<file path="src/rtl/pipe_hazard_ctrl_if.sv">
// Hazard-control bundle between the pipeline datapath and pipe_hazard_ctrl.
// The datapath (master) presents per-stage register numbers and write flags
// and receives stall/flush/forward controls from the controller (slave).
interface pipe_hazard_ctrl_if;
    // D stage
    logic [4:0] rs_d;
    logic [4:0] rt_d;
    logic       branch_d;
    logic       pc_src_d;
    // E stage
    logic [4:0] rs_e;
    logic [4:0] rt_e;
    logic [4:0] wa_e;
    logic       we_e;
    logic       memtoreg_e;
    logic       mc_start_e;
    // M / W stages
    logic [4:0] wa_m;
    logic       we_m;
    logic       memtoreg_m;
    logic [4:0] wa_w;
    logic       we_w;
    // controls back to the datapath
    logic       stall_f;
    logic       stall_d;
    logic       stall_e;
    logic       flush_d;
    logic       flush_e;
    logic       flush_m;
    logic [1:0] fwd_a_e;
    logic [1:0] fwd_b_e;
    logic       fwd_a_d;
    logic       fwd_b_d;
    logic       mc_busy;
    logic       mc_done;

    modport master (
        output rs_d, rt_d, branch_d, pc_src_d,
        output rs_e, rt_e, wa_e, we_e, memtoreg_e, mc_start_e,
        output wa_m, we_m, memtoreg_m, wa_w, we_w,
        input  stall_f, stall_d, stall_e, flush_d, flush_e, flush_m,
        input  fwd_a_e, fwd_b_e, fwd_a_d, fwd_b_d, mc_busy, mc_done
    );

    modport slave (
        input  rs_d, rt_d, branch_d, pc_src_d,
        input  rs_e, rt_e, wa_e, we_e, memtoreg_e, mc_start_e,
        input  wa_m, we_m, memtoreg_m, wa_w, we_w,
        output stall_f, stall_d, stall_e, flush_d, flush_e, flush_m,
        output fwd_a_e, fwd_b_e, fwd_a_d, fwd_b_d, mc_busy, mc_done
    );
endinterface

</file>
<file path="src/rtl/pipe_hazard_ctrl.sv">
// Hazard controller for a 5-stage pipeline: load-use / branch stalls,
// branch flush, E/D operand forwarding and a multi-cycle E-stage op
// (mult/div) that freezes F/D/E for MC_LAT cycles.
// Optional macro HAZ_FORWARD_EN enables forwarding; without it the forward
// selects stay 0 and any pending E/M write to a D source stalls instead.
module pipe_hazard_ctrl #(
    parameter int MC_LAT = 32
) (
    input  logic               clk,
    input  logic               rst,
    pipe_hazard_ctrl_if.slave  hz
);

    typedef enum logic {RUN, MC_WAIT} state_t;

    localparam logic [7:0] MC_LOAD = 8'(MC_LAT - 2);

    state_t     state;
    logic [7:0] mc_cnt;
    logic       busy;
    logic       data_hazard;

    // Register 0 is hardwired to zero, so it never produces a dependency.
    function automatic logic reg_match(input logic [4:0] a, input logic [4:0] b);
        return (a != 5'd0) && (a == b);
    endfunction

    // Multi-cycle op sequencer: RUN launches, MC_WAIT counts down to completion.
    always_ff @(posedge clk or negedge rst) begin
        if (!rst) begin
            state  <= RUN;
            mc_cnt <= 8'd0;
        end else begin
            case (state)
                RUN: begin
                    if (hz.mc_start_e) begin
                        state  <= MC_WAIT;
                        mc_cnt <= MC_LOAD;
                    end
                end
                MC_WAIT: begin
                    if (mc_cnt == 8'd0) begin
                        state <= RUN;
                    end else begin
                        mc_cnt <= mc_cnt - 8'd1;
                    end
                end
                default: begin
                    state  <= RUN;
                    mc_cnt <= 8'd0;
                end
            endcase
        end
    end

    // Dependency detection between D sources and in-flight E/M writes.
    always_comb begin
        logic e_hits_d;
        logic m_hits_d;
        e_hits_d    = reg_match(hz.wa_e, hz.rs_d) | reg_match(hz.wa_e, hz.rt_d);
        m_hits_d    = reg_match(hz.wa_m, hz.rs_d) | reg_match(hz.wa_m, hz.rt_d);
        data_hazard = 1'b0;
`ifdef HAZ_FORWARD_EN
        // Only loads in E, or branches that compare in D before the value is ready, stall.
        data_hazard = (hz.memtoreg_e & hz.we_e & e_hits_d)
                    | (hz.branch_d & ((hz.we_e & e_hits_d) | (hz.memtoreg_m & m_hits_d)));
`else
        // No bypass paths: any pending E or M write to a D source must drain first.
        data_hazard = (hz.we_e & e_hits_d) | (hz.we_m & m_hits_d);
`endif
    end

    // Stall/flush arbitration: multi-cycle op beats data hazards beats branch flush.
    always_comb begin
        busy       = (state == MC_WAIT) | ((state == RUN) & hz.mc_start_e);
        hz.mc_busy = busy;
        hz.mc_done = (state == MC_WAIT) & (mc_cnt == 8'd0);
        hz.stall_f = busy | data_hazard;
        hz.stall_d = busy | data_hazard;
        hz.stall_e = busy;
        hz.flush_m = busy;
        hz.flush_e = ~busy & data_hazard;
        hz.flush_d = hz.pc_src_d & ~(busy | data_hazard);
    end

    // Operand bypass selects; the younger M result takes precedence over W.
    always_comb begin
        hz.fwd_a_e = 2'b00;
        hz.fwd_b_e = 2'b00;
        hz.fwd_a_d = 1'b0;
        hz.fwd_b_d = 1'b0;
`ifdef HAZ_FORWARD_EN
        if (hz.we_m & reg_match(hz.wa_m, hz.rs_e)) begin
            hz.fwd_a_e = 2'b10;
        end else if (hz.we_w & reg_match(hz.wa_w, hz.rs_e)) begin
            hz.fwd_a_e = 2'b01;
        end
        if (hz.we_m & reg_match(hz.wa_m, hz.rt_e)) begin
            hz.fwd_b_e = 2'b10;
        end else if (hz.we_w & reg_match(hz.wa_w, hz.rt_e)) begin
            hz.fwd_b_e = 2'b01;
        end
        hz.fwd_a_d = hz.we_m & reg_match(hz.wa_m, hz.rs_d);
        hz.fwd_b_d = hz.we_m & reg_match(hz.wa_m, hz.rt_d);
`endif
    end

endmodule

</file>
<file path="src/flat_wrapper.sv">
// flat-port wrapper written by rule: the top's interface ports become plain ports
module pipe_hazard_ctrl_flat 
#(
    parameter int MC_LAT = 32
)
  (clk, rst, hz_rs_d, hz_rt_d, hz_branch_d, hz_pc_src_d, hz_rs_e, hz_rt_e, hz_wa_e, hz_we_e, hz_memtoreg_e, hz_mc_start_e, hz_wa_m, hz_we_m, hz_memtoreg_m, hz_wa_w, hz_we_w, hz_stall_f, hz_stall_d, hz_stall_e, hz_flush_d, hz_flush_e, hz_flush_m, hz_fwd_a_e, hz_fwd_b_e, hz_fwd_a_d, hz_fwd_b_d, hz_mc_busy, hz_mc_done);
  pipe_hazard_ctrl_if hz_i ();
  input  logic clk;
  input  logic rst;
  input wire logic [$bits(hz_i.rs_d)-1:0] hz_rs_d;
  input wire logic [$bits(hz_i.rt_d)-1:0] hz_rt_d;
  input wire logic [$bits(hz_i.branch_d)-1:0] hz_branch_d;
  input wire logic [$bits(hz_i.pc_src_d)-1:0] hz_pc_src_d;
  input wire logic [$bits(hz_i.rs_e)-1:0] hz_rs_e;
  input wire logic [$bits(hz_i.rt_e)-1:0] hz_rt_e;
  input wire logic [$bits(hz_i.wa_e)-1:0] hz_wa_e;
  input wire logic [$bits(hz_i.we_e)-1:0] hz_we_e;
  input wire logic [$bits(hz_i.memtoreg_e)-1:0] hz_memtoreg_e;
  input wire logic [$bits(hz_i.mc_start_e)-1:0] hz_mc_start_e;
  input wire logic [$bits(hz_i.wa_m)-1:0] hz_wa_m;
  input wire logic [$bits(hz_i.we_m)-1:0] hz_we_m;
  input wire logic [$bits(hz_i.memtoreg_m)-1:0] hz_memtoreg_m;
  input wire logic [$bits(hz_i.wa_w)-1:0] hz_wa_w;
  input wire logic [$bits(hz_i.we_w)-1:0] hz_we_w;
  output wire logic [$bits(hz_i.stall_f)-1:0] hz_stall_f;
  output wire logic [$bits(hz_i.stall_d)-1:0] hz_stall_d;
  output wire logic [$bits(hz_i.stall_e)-1:0] hz_stall_e;
  output wire logic [$bits(hz_i.flush_d)-1:0] hz_flush_d;
  output wire logic [$bits(hz_i.flush_e)-1:0] hz_flush_e;
  output wire logic [$bits(hz_i.flush_m)-1:0] hz_flush_m;
  output wire logic [$bits(hz_i.fwd_a_e)-1:0] hz_fwd_a_e;
  output wire logic [$bits(hz_i.fwd_b_e)-1:0] hz_fwd_b_e;
  output wire logic [$bits(hz_i.fwd_a_d)-1:0] hz_fwd_a_d;
  output wire logic [$bits(hz_i.fwd_b_d)-1:0] hz_fwd_b_d;
  output wire logic [$bits(hz_i.mc_busy)-1:0] hz_mc_busy;
  output wire logic [$bits(hz_i.mc_done)-1:0] hz_mc_done;
  assign hz_i.rs_d = hz_rs_d;
  assign hz_i.rt_d = hz_rt_d;
  assign hz_i.branch_d = hz_branch_d;
  assign hz_i.pc_src_d = hz_pc_src_d;
  assign hz_i.rs_e = hz_rs_e;
  assign hz_i.rt_e = hz_rt_e;
  assign hz_i.wa_e = hz_wa_e;
  assign hz_i.we_e = hz_we_e;
  assign hz_i.memtoreg_e = hz_memtoreg_e;
  assign hz_i.mc_start_e = hz_mc_start_e;
  assign hz_i.wa_m = hz_wa_m;
  assign hz_i.we_m = hz_we_m;
  assign hz_i.memtoreg_m = hz_memtoreg_m;
  assign hz_i.wa_w = hz_wa_w;
  assign hz_i.we_w = hz_we_w;
  assign hz_stall_f = hz_i.stall_f;
  assign hz_stall_d = hz_i.stall_d;
  assign hz_stall_e = hz_i.stall_e;
  assign hz_flush_d = hz_i.flush_d;
  assign hz_flush_e = hz_i.flush_e;
  assign hz_flush_m = hz_i.flush_m;
  assign hz_fwd_a_e = hz_i.fwd_a_e;
  assign hz_fwd_b_e = hz_i.fwd_b_e;
  assign hz_fwd_a_d = hz_i.fwd_a_d;
  assign hz_fwd_b_d = hz_i.fwd_b_d;
  assign hz_mc_busy = hz_i.mc_busy;
  assign hz_mc_done = hz_i.mc_done;
  pipe_hazard_ctrl #(.MC_LAT(MC_LAT)) u_core (.clk(clk), .rst(rst), .hz(hz_i));
endmodule
</file>
<file path="config.mk">
export PLATFORM = sky130hd
export DESIGN_NAME = pipe_hazard_ctrl_flat
export DESIGN_NICKNAME = d
export VERILOG_FILES = /design/src/rtl/pipe_hazard_ctrl_if.sv /design/src/rtl/pipe_hazard_ctrl.sv /design/src/flat_wrapper.sv
export SDC_FILE = /design/constraint.sdc
export NUM_CORES = 1
export LEC_CHECK = 0
export ABC_AREA = 1
export CAP_MARGIN = 25
export CORE_AREA = 10 10 54 56
export DETAILED_ROUTE_END_ITERATION = 6
export DIE_AREA = 0 0 64 66
export DONT_BUFFER_PORTS = 1
export MAX_ROUTING_LAYER = met4
export PLACE_DENSITY = 0.76
export SLEW_MARGIN = 25
export SYNTH_ARGS = -nofsm -noshare
export SYNTH_HDL_FRONTEND = slang
export SYNTH_SLANG_ARGS = --single-unit
</file>
<file path="constraint.sdc">
create_clock -name clk -period 4.1 [get_ports clk]
set_clock_uncertainty 0.2 [all_clocks]
set_input_delay 0.82 -clock clk [delete_from_list [all_inputs] [get_ports clk]]
set_output_delay 0.82 -clock clk [all_outputs]
set_load 0.01 [all_outputs]
</file>
Word-level counts from Yosys, hierarchy flattened:

Index checks and enable logic that the tools add are counted.

* register bits after elaboration: 9
* input port bits: 45
* logic and storage cells: 37

* equal/unequal tests: 6
* add/sub/neg operators: 1
* multiplexer cells: 6
* bitwise gates (word level): 14
* reduce and logical (&&, ||, !) cells: 8

Operator list (number)
* $eq A5 B5 Y1: 4
* $mux W8: 2
* $pmux W8 S2: 1
* $reduce_bool A5 Y1: 2
* $logic_not A8 Y1: 1
* $sub A8 B1 Y8 const B: 1
* $and A1 B1 Y1: 6
* $or A1 B1 Y1: 5
* $logic_and A1 B1 Y1: 4
* $ne A2 B2 Y1 const B: 2
* $not A1 Y1: 3
* $mux W1: 2
* $pmux W1 S2: 1
* $reduce_and A2 Y1: 1

Depth between registers and ports, before layout:

* word-level depth: 8
* gate-level depth with buffers: 10
* mapped depth without buffers: 10

Least setup slack after synthesis:

OpenSTA, ideal clock, no wires.

* path type: in2out
* start point: input port hz_wa_e[2]
* end point: output port hz_flush_d
* data arrival time: 1.579 ns
* setup slack: 1.501 ns
* stages on the path: 7
* data required time: 3.080 ns
* path through: inv_1 nand4_1 o21ai_0 inv_1 nand2_1 nand3_1 nor2_1

* cells in the longest elaborated chain, start to end: 8

Ends and longest elaborated chain
* from (decl): RTL line flat_wrapper.sv:16 `input wire logic [$bits(hz_i.wa_e)-1:0] hz_wa_e;`
* $eq A5 B5 Y1 or $reduce_bool A5 Y1 (tied branches): RTL line pipe_hazard_ctrl.sv:25 `return (a != 5'd0) && (a == b);`
* $logic_and A1 B1 Y1: RTL line pipe_hazard_ctrl.sv:25
* $or A1 B1 Y1 *: RTL line pipe_hazard_ctrl.sv:60 `e_hits_d = reg_match(hz.wa_e, hz.rs_d) | reg_match(hz.wa_e, hz.rt_d);`
* $and A1 B1 Y1 *: RTL line pipe_hazard_ctrl.sv:69 `data_hazard = (hz.we_e & e_hits_d) | (hz.we_m & m_hits_d);`
* $or A1 B1 Y1 *: RTL line pipe_hazard_ctrl.sv:69
* $or A1 B1 Y1 *
* named net hz_stall_d: RTL line flat_wrapper.sv:26 `output wire logic [$bits(hz_i.stall_d)-1:0] hz_stall_d;`
* $not A1 Y1 *: RTL line pipe_hazard_ctrl.sv:83 `hz.flush_d = hz.pc_src_d & ~(busy | data_hazard);`
* $and A1 B1 Y1 *: RTL line pipe_hazard_ctrl.sv:83
* to (decl): RTL line flat_wrapper.sv:28 `output wire logic [$bits(hz_i.flush_d)-1:0] hz_flush_d;`

Mark *: on every way through the listed nets, which the timed path passes. The rest lies on a longest branch.

Worst setup path after layout:

* start point: input port hz_wa_m[1]
* end point: output port hz_flush_d

* cells in the longest elaborated chain, start to end: 8

Ends and longest elaborated chain
* from (decl): RTL line flat_wrapper.sv:20 `input wire logic [$bits(hz_i.wa_m)-1:0] hz_wa_m;`
* $eq A5 B5 Y1 or $reduce_bool A5 Y1 (tied branches): RTL line pipe_hazard_ctrl.sv:25
* $logic_and A1 B1 Y1: RTL line pipe_hazard_ctrl.sv:25
* $or A1 B1 Y1 *: RTL line pipe_hazard_ctrl.sv:61 `m_hits_d = reg_match(hz.wa_m, hz.rs_d) | reg_match(hz.wa_m, hz.rt_d);`
* $and A1 B1 Y1 *: RTL line pipe_hazard_ctrl.sv:69
* $or A1 B1 Y1 *: RTL line pipe_hazard_ctrl.sv:69
* $or A1 B1 Y1 *
* named net hz_stall_d: RTL line flat_wrapper.sv:26
* $not A1 Y1 *: RTL line pipe_hazard_ctrl.sv:83
* $and A1 B1 Y1 *: RTL line pipe_hazard_ctrl.sv:83

Marks and branches as above.

==> results.json <==
{
  "synth-simple-area-share": 0.425,
  "crit_buf_inv": 1,
  "clock_power_share": 0.153,
  "post_cts_buffers": 0,
  "core_area_mm2": 0.00190,
  "drt_wl_total_um": 2350,
  "setup_tns_ns": 0,
  "yosys.area_share.adder": 0.0251,
  "antenna_found_initial": 0,
  "leakagePower_nw": 0.601,
  "yosysWarnings": 0,
  "crit_type": "in -> out",
  "synthXorXnorAreaFrac": 0.0616,
  "clkTransAtPathRegs_ns": 0.06,
  "hold_class": "in -> async",
  "cp_data_arrival_time_ns": 1.85,
  "synth_top_cells_by_count": "57 x nand2_1, 27 x inv_1, 14 x nand3_1, 14 x nor2_1",
  "end_kind": "output port",
  "ys_ff_latch": 9,
  "grt_util_all_layers": 0.116,
  "row_count": 16,
  "critPathRequiredTime_ns": 3.08,
  "path_cells": "inv_1 -> nand2_1 -> nand2_1 -> nor2_1 -> nand3_1 -> nand2_1 -> nand2_1 -> nand3_1 -> nor2_1",
  "dr_total_vias": 958,
  "max_stage_delay_ns": 0.30,
  "die_area_mm2": 0.00422,
  "avgSynthCellArea_um2": 5.96,
  "clk_latency_ns": 0.26,
  "finalMaxSlewViolations": 0,
  "ys.flop_type": "dfrtp_1",
  "ioPinCount": 59,
  "cts_sinks": 9,
  "clk_path_buf_depth": 2,
  "grt_pass1_wl_um": 3890,
  "p_seq_frac": 0.346,
  "synth-edff-count": 0,
  "power.share.combinational": 0.501,
  "drc": 0,
  "synth_mux_area_frac": 0,
  "htreeDepth": 1,
  "root_buffer": "clkbuf_4",
  "p_sw_mw": 0.208,
  "cap_viol_max_count": 0,
  "cellPowerDensity_mw_per_mm2": 458,
  "yosys-top-cells-area": "dfrtp_1 23%, nand2_1 21%, inv_1 10%, nand3_1 7.0%, buf_4 6.8%",
  "synth_area_um2": 996,
  "post-route-period-util": 0.700,
  "fill_cells": 199,
  "fmax_ghz": 0.348,
  "cp-start-kind": "primary input",
  "synthCells": 167,
  "areaGrowthSynthToFinish_pct": 1.13,
  "status": "finished clean",
  "finalHoldViolations": 0,
  "fin_util": 0.530,
  "ctsHoldBuffers": 0,
  "portBuffers": 0,
  "synthDominantCellAreaShare": 0.226,
  "die-height_um": 66,
  "cp_top_family": "simple AND/OR/NAND/NOR gates",
  "worst_path_max_delay_cell": "nor2_1",
  "crit_top_cell": "nand2_1",
  "ys_seq_area_frac": 0.226,
  "ant_nets": 0,
  "cts_buffers": 3,
  "gp_congestion": 0.848,
  "synth_top_family_by_area": "simple AND/OR/NAND/NOR gates",
  "hpwl_um": 2050,
  "yosysMostFrequentCell": "nand2_1",
  "p_int_mw": 0.253,
  "nets": 215,
  "cts_tree": "built",
  "first_iter_violations": 36,
  "n_antenna_cell": 0,
  "post_cts_resized": 0,
  "synth_compound_area_frac": 0.0653,
  "switching_share": 0.452,
  "dr.pass1.iters": 4,
  "post_drt_wl_per_cell_um": 12.1,
  "die_x_um": 64,
  "rsz0062_at_grt": "false",
  "synth.distinct_cells": 25,
  "peakVddDrop_mv": 0.213,
  "grt_max_degree": 10,
  "grt.overflow.total": 0,
  "synth_area_leader_cell": "dfrtp_1",
  "async_flop_share": 1.00,
  "crit_fanout": 3,
  "finalCriticalPeriod_ns": 2.87,
  "drive_above_1_share": 0.0838,
  "grt_pass1_vias": 906,
  "start_util": 0.524,
  "setup_viol": 0,
  "vias_per_cell": 4.94
}
sequential cells by signal, summed over array words and instances, names as in the netlist:
name	flops
u_core.mc_cnt	8
u_core.state	1
routing by layer:
layer,track usage,routed length [um],vias up
met3,0.0407,274,4
li1,-,-,491
met2,0.199,1120,32
met1,0.114,926,431
met5,-,0,-
met4,0.0574,36,0
logic make-up after synthesis:
family,after synthesis
and+or+nand+nor,95
buffers and inverters,41
AOI/OAI and AO/OA,12
DFF,9
xor gates and xnor gates,7
adders and majority gates,2
other,1
worst reg2reg max path, delay by kind of cell, from the launching register on:
| kind | cells | cell delay, ns |
|---|---|---|
| buffers and inverters | 3 | 0.23 |
| flip-flops | 1 | 0.39 |
| AND/OR/NAND/NOR | 7 | 0.59 |
final timing paths:
kind                                   from          endpoint  slack (ns)  cells past startpoint
max                              hz_wa_m[1]        hz_flush_d        1.23                      9
max in group asynchronous               rst  u_core.mc_cnt[6]        3.59                      0
min reg2reg                u_core.mc_cnt[2]  u_core.mc_cnt[2]        0.31                      2
min in group clk           u_core.mc_cnt[2]  u_core.mc_cnt[2]        0.31                      2
min                                     rst      u_core.state        0.04                      0
max reg2reg                u_core.mc_cnt[3]  u_core.mc_cnt[5]        2.59                     10
layout by cell type (no fill, tap or decap):
cell type / netlist / final
nand3_1: 14 / 14
nor2_2: 2 / 2
ha_1: 2 / 2
xnor2_1: 4 / 4
a21o_1: 1 / 1
inv_1: 27 / 27
a21oi_1: 2 / 2
inv_2: 3 / 3
nand4_4: 1 / 1
inv_6: 1 / 1
nand2_4: 1 / 1
o21ai_1: 2 / 2
conb_1: 1 / 6
dfrtp_1: 9 / 9
clkbuf_4: 0 / 3
nand2_1: 57 / 57
o21ai_0: 6 / 6
nand4_1: 2 / 2
nor3_1: 1 / 1
clkbuf_1: 0 / 1
nor2_4: 1 / 1
nand2_2: 2 / 2
xor2_1: 3 / 3
clkinv_1: 1 / 1
nor2_1: 14 / 14
a22oi_1: 1 / 1
per-stage QoR:
step           hold slack (ns)  instance area, um2  setup slack (ns)  instances  power, mW
6_report                0.0429                1010              1.23        194      0.461
5_1_grt                 0.0324                1010              1.05        194      0.509
4_1_cts                 0.0395                1010              1.21        194      0.463
3_5_place_dp             0.304                 981              1.21        190      0.391
2_1_floorplan            0.274                1010              1.50        172      0.359
3_3_place_gp             0.287                 981              1.22        190      0.380
power groups by stage:
stage	sequential [mW]	clock (mW)	combinational [mW]
2_1_floorplan	0.155	0	0.203
3_3_place_gp	0.160	0	0.220
3_5_place_dp	0.161	0	0.230
4_1_cts	0.160	0.0717	0.232
5_1_grt	0.166	0.0773	0.266
6_report	0.160	0.0707	0.231
cell type report:
| class | count | area [um2] | share of cell area |
|---|---|---|---|
| clock buffers | 4 | 26.3 | 0.0261 |
| well taps | 27 | 33.8 | 0.0335 |
| inverters | 32 | 125 | 0.124 |
| multi-input cells | 122 | 597 | 0.593 |
| flip-flops and latches | 9 | 225 | 0.224 |
(Power assumes the default switching activity.)
